==> src/rtl/int_status_ctrl.sv <==
// int_status_ctrl: interrupt entry/exit sequencer in front of the status register.
// Flushes the pipeline on interrupt entry and snapshots the CCR onto a small
// shadow stack. On RTI it replays the top snapshot through the restore path.
module int_status_ctrl #(
  parameter int DEPTH        = 2,
  parameter int FLUSH_CYCLES = 3
) (
  input  logic       clk,
  input  logic       reset,
  input  logic       intReq,
  input  logic       isRti,
  input  logic       stall,
  input  logic [3:0] statusFlags,
  output logic       flush,
  output logic       intAck,
  output logic       updateStatus,
  output logic [1:0] carryFlag,
  output logic [3:0] savedStatus,
  output logic       busy,
  output logic       errUnderflow
);

  localparam int DW = $clog2(DEPTH + 1);
  localparam int CW = (FLUSH_CYCLES > 1) ? $clog2(FLUSH_CYCLES) : 1;

  localparam logic [DW-1:0] DEPTH_MAX   = DW'(DEPTH);
  localparam logic [DW-1:0] DEPTH_ONE   = DW'(1);
  localparam logic [CW-1:0] CNT_INIT    = CW'(FLUSH_CYCLES - 1);
  localparam logic [CW-1:0] CNT_ONE     = CW'(1);
  localparam logic [3:0]    EMPTY_FLAGS = 4'b1000;

  typedef enum logic [1:0] {
    S_IDLE    = 2'd0,
    S_FLUSH   = 2'd1,
    S_SAVE    = 2'd2,
    S_RESTORE = 2'd3
  } state_e;

  state_e          state_q, state_d;
  logic [DW-1:0]   depth_q, depth_d;
  logic [CW-1:0]   cnt_q, cnt_d;
  logic            pend_q, pend_d;
  logic            err_q, err_d;
  logic [3:0]      stack_q [DEPTH];
  logic [3:0]      stack_d [DEPTH];
  logic            pend;
  logic [3:0]      top_flags;

  // Next-state logic: sequencing, stack push/pop, pending latch and underflow flag.
  always_comb begin
    state_d = state_q;
    depth_d = depth_q;
    cnt_d   = cnt_q;
    err_d   = err_q;
    stack_d = stack_q;
    pend    = pend_q | intReq;
    // A live request in the SAVE cycle is a new interrupt, so it re-arms the latch.
    pend_d  = intReq | (pend_q & (state_q != S_SAVE));

    case (state_q)
      S_IDLE: begin
        if (!stall) begin
          if (isRti) begin
            if (depth_q != '0) begin
              state_d = S_RESTORE;
            end else begin
              err_d = 1'b1;
            end
          end else if (pend && (depth_q < DEPTH_MAX)) begin
            state_d = S_FLUSH;
            cnt_d   = CNT_INIT;
          end
        end
      end
      S_FLUSH: begin
        if (!stall) begin
          if (cnt_q == '0) begin
            state_d = S_SAVE;
          end else begin
            cnt_d = cnt_q - CNT_ONE;
          end
        end
      end
      S_SAVE: begin
        for (int i = 0; i < DEPTH; i++) begin
          if (DW'(i) == depth_q) begin
            stack_d[i] = statusFlags;
          end
        end
        depth_d = depth_q + DEPTH_ONE;
        state_d = S_IDLE;
      end
      S_RESTORE: begin
        depth_d = depth_q - DEPTH_ONE;
        state_d = S_IDLE;
      end
      default: begin
        state_d = S_IDLE;
      end
    endcase
  end

  // State and register update with synchronous active-low reset.
  always_ff @(posedge clk) begin
    if (!reset) begin
      state_q <= S_IDLE;
      depth_q <= '0;
      cnt_q   <= '0;
      pend_q  <= 1'b0;
      err_q   <= 1'b0;
      for (int i = 0; i < DEPTH; i++) begin
        stack_q[i] <= EMPTY_FLAGS;
      end
    end else begin
      state_q <= state_d;
      depth_q <= depth_d;
      cnt_q   <= cnt_d;
      pend_q  <= pend_d;
      err_q   <= err_d;
      stack_q <= stack_d;
    end
  end

  // Top-of-stack selection; the empty stack reads as a neutral CCR.
  always_comb begin
    top_flags = EMPTY_FLAGS;
    for (int i = 0; i < DEPTH; i++) begin
      if (DW'(i + 1) == depth_q) begin
        top_flags = stack_q[i];
      end
    end
  end

  assign flush        = (state_q == S_FLUSH);
  assign intAck       = (state_q == S_SAVE);
  assign updateStatus = (state_q == S_RESTORE);
  assign carryFlag    = (state_q == S_RESTORE) ? 2'b10 : 2'b00;
  assign savedStatus  = top_flags;
  assign busy         = (state_q != S_IDLE);
  assign errUnderflow = err_q;

endmodule
==> config.mk <==
export PLATFORM = sky130hd
export DESIGN_NAME = int_status_ctrl
export DESIGN_NICKNAME = d
export VERILOG_FILES = /design/src/rtl/int_status_ctrl.sv
export SDC_FILE = /design/constraint.sdc
export NUM_CORES = 1
export LEC_CHECK = 0
export BUFFER_PORTS_ARGS = -buffer_cell sky130_fd_sc_hd__buf_2
export CORE_AREA = 4 4 46 48
export CTS_BUF_LIST = sky130_fd_sc_hd__clkbuf_4 sky130_fd_sc_hd__clkbuf_8
export DETAILED_ROUTE_END_ITERATION = 16
export DIE_AREA = 0 0 50 52
export GPL_TIMING_DRIVEN = 1
export PLACE_DENSITY = 0.76
export SYNTH_ARGS = -nofsm -noshare
export SYNTH_HDL_FRONTEND = slang
export SYNTH_SLANG_ARGS = --single-unit
export TNS_END_PERCENT = 20
==> constraint.sdc <==
create_clock -name clk -period 1.7 [get_ports clk]
set_input_delay 0.17 -clock clk [delete_from_list [all_inputs] [get_ports clk]]
set_output_delay 0.17 -clock clk [all_outputs]
set_load 0.02 [all_outputs]
==> results.md <==
- Initial antenna violation count: 0
- Vias in the first global route: 673
- Full die area: 2600 sq um
- Synth Register Bits: 16
- Initial Util: 51.58%
- Final #Nets: 125
- Worst min-delay path class: in -> reg
- Max-Cap Viols: 0
- Syn. warnings: 0
- Distinct cell type count after synthesis: 34
- 1st-pass router iterations: 4
- Cells after Synth: 95
- R2R Path Start: cnt_q[0]
- Net Count, Synth: 108
- Final hold violations: 0
- Reg clk slew, reported paths: 0.10 ns
- Sequential-to-total area share from yosys stat: 36.36%
- Worst Path Max Fanout: 3
- Max-slew violations: 0
- Max IR drop VDD: 512.6 uV
- Clock Path Buffers: 2
- CTS sink cnt: 16
- Fin cells: 136
- Total CTS buffers: 3
- Asr flop ratio synth: 0%
- CP startpoint: cnt_q[0]
- H-tree depth: 1
- Worst EP arrival: 1.78 ns
- Total inserted antenna cells: 0
- Die height: 52 um
- RSZ-0062 raised after global routing: false
- Max frequency: 639.1 MHz
- Post-Route WL: 1698 um
- Ys flop type: dfxtp_1
- Max Clock Skew: 0.004444 ns
- WHS: 0.1051 ns
- Global-route usage over all layers: 14.68%
- Drt drc: 0
- Crit Path Category: reg -> reg
- Worst-case reg-to-reg path depth: 5
- I/O pin total: 20
- R2R setup slack: 0.14 ns
- # Post-CTS Setup Buffers: 0
- Worst Setup Start Kind: flip-flop
- EDFF count, synth: 0
- Global-route wire length before repair: 2877 um
- CTS tree: built
- Setup TNS: 0 ns
- Root Driver: clkbuf_4
- Vias: 669
- 1st-iter DRT viols: 12
- Fin crit share: 92.05%
- WP data required: 1.91 ns
- R2R Path End: cnt_q[1]
- Power Density: 772.7 nW/um^2
- # rows: 15
- DP HPWL: 1235 um
- GRT overflow: 0
- Port Buffers: 18
- Die Wd: 50 um
- Syn avg cell area: 9.272 sq um
- Layout area overhead: 12.93%
- Leakage: 0.0004778 uW
- Drt wl/cell: 12.49 um
- Largest net degree at the start of global routing: 20
- Latest clock arrival within the worst-skew pair: 0.28 ns
- Post-DR vias/cell: 4.919
- Core box area: 1708 sq um
- Min Clock Period, post-route: 1.565 ns
- Cell area after layout: 994.7 sq um
- Cell area after synthesis: 880.8 sq um
- Layout cells sized above 1: 27.03%
- Post-route ant nets: 0
- Crit. End Element: flip-flop
- Placed inst area: 955.9 sq um
- Overall power: 768.6 uW
- Status: finished, final reports clean
- Hold path cells: 2
- Final setup fails: 0
- Critical path capture point: cnt_q[1]
- Placer Congestion: 0.7702
- Placed insts: 132
Yosys cell counts (2+ instances only):
library cell	count	share of area, %
dfxtp_1	16	36
nand2_1	12	5.1
mux2i_1	10	11
nor2b_1	10	7.1
inv_1	6	2.6
ha_1	4	5.7
nor2_1	3	1.3
o21ai_0	3	1.7
and2_1	2	1.4
and2b_1	2	1.7
buf_4	2	1.7
buf_6	2	2.6
nand3b_1	2	1.7
what timing repair did:
item | 4_1_cts | 5_1_grt
endpoints found under the setup margin | 0 | 1
hold buffers | 0 | 0
gates resized for setup | 0 | 1
sequential cells by signal (all words and copies together) (netlist names):
| name | cells |
|---|---|
| errUnderflow | 1 |
| stack_q | 8 |
| depth_q | 2 |
| state_q | 2 |
| pend_q | 1 |
| cnt_q | 2 |
how the worst min path moves through the flow:
stage / startpoint / end
2_1_floorplan: intReq / pend_q
3_3_place_gp: intReq / pend_q
3_5_place_dp: intReq / pend_q
4_1_cts: intReq / pend_q
5_1_grt: statusFlags[3] / stack_q[7]
6_report: intReq / pend_q
layer usage:
metal / global-route usage [%] / routed length, um / up-vias / share of wire (%)
li1: - / - / 342 / -
met1: 15.70 / 757 / 311 / 45
met2: 27.39 / 865 / 12 / 51
met3: 3.725 / 47 / 4 / 2.8
met4: 5.530 / 27 / 0 / 1.6
met5: 0 / 0 / - / 0
worst max-delay path, stage by stage (launching register included):
cell and delay (ns):
dfxtp_1 0.35, inv_1 0.06, ha_1 0.23, a211o_2 0.37
a211oi_4 0.25, mux2i_1 0.23
per-stage QoR:
step | setup slack, ns | utilization [%]
3_3_place_gp | 0.2712 | 55.97
6_report | 0.1352 | 58.24
5_1_grt | 0.03413 | 58.24
2_1_floorplan | 0.2936 | -
4_1_cts | 0.04902 | 58.10
3_5_place_dp | 0.1551 | 55.97
cells by family (layout without fill, tap and decap cells):
logic type | after synthesis | count (layout) | synth area share, %
compound gates | 13 | 13 | 12.22
xor+xnor | 2 | 2 | 1.989
fa+ha+maj | 4 | 4 | 5.682
buf+inv | 12 | 28 | 7.811
simple gates | 36 | 36 | 22.87
flops | 16 | 16 | 36.36
other cells | 1 | 1 | 0.4257
mux | 11 | 11 | 12.64
cells in the final DEF, fill, tap and decap left out:
master	Yosys	final
a211o_2	1	1
a211oi_4	1	1
a21bo_2	1	1
a21oi_1	1	1
a22oi_1	1	1
a31oi_1	1	1
and2_1	2	2
and2b_1	2	2
buf_2	1	18
clkbuf_4	0	3
clkbuf_8	0	1
conb_1	1	1
dfxtp_1	16	16
ha_1	4	3
ha_2	0	1
inv_1	6	6
mux2_2	1	1
mux2i_1	10	10
nand2_1	12	12
nand2b_1	1	1
nand3_1	1	1
nand3b_1	2	2
nand4b_1	1	1
nor2_1	3	3
nor2b_1	10	10
o211a_1	1	1
o21a_1	1	1
o21ai_0	3	3
o21ai_2	1	1
o21bai_1	1	1
or2_2	1	1
or4b_4	1	1
xnor2_1	1	1
xor2_1	1	1
where the power goes:
group	internal (uW)	switching, uW	total (uW)
Combinational	55.2	61.2	116
Clock	130	120	250
Sequential	387	14.5	402
layout make-up:
| cell class | instances | area, sq um |
|---|---|---|
| inverters | 6 | 22.52 |
| fillers | 154 | 713.2 |
| clock buffers | 4 | 36.28 |
| repair buffers | 18 | 90.09 |
| flip-flops and latches | 16 | 320.3 |
| well taps | 25 | 31.28 |
| multi-input cells | 67 | 494.2 |
(Power assumes the default switching activity.)
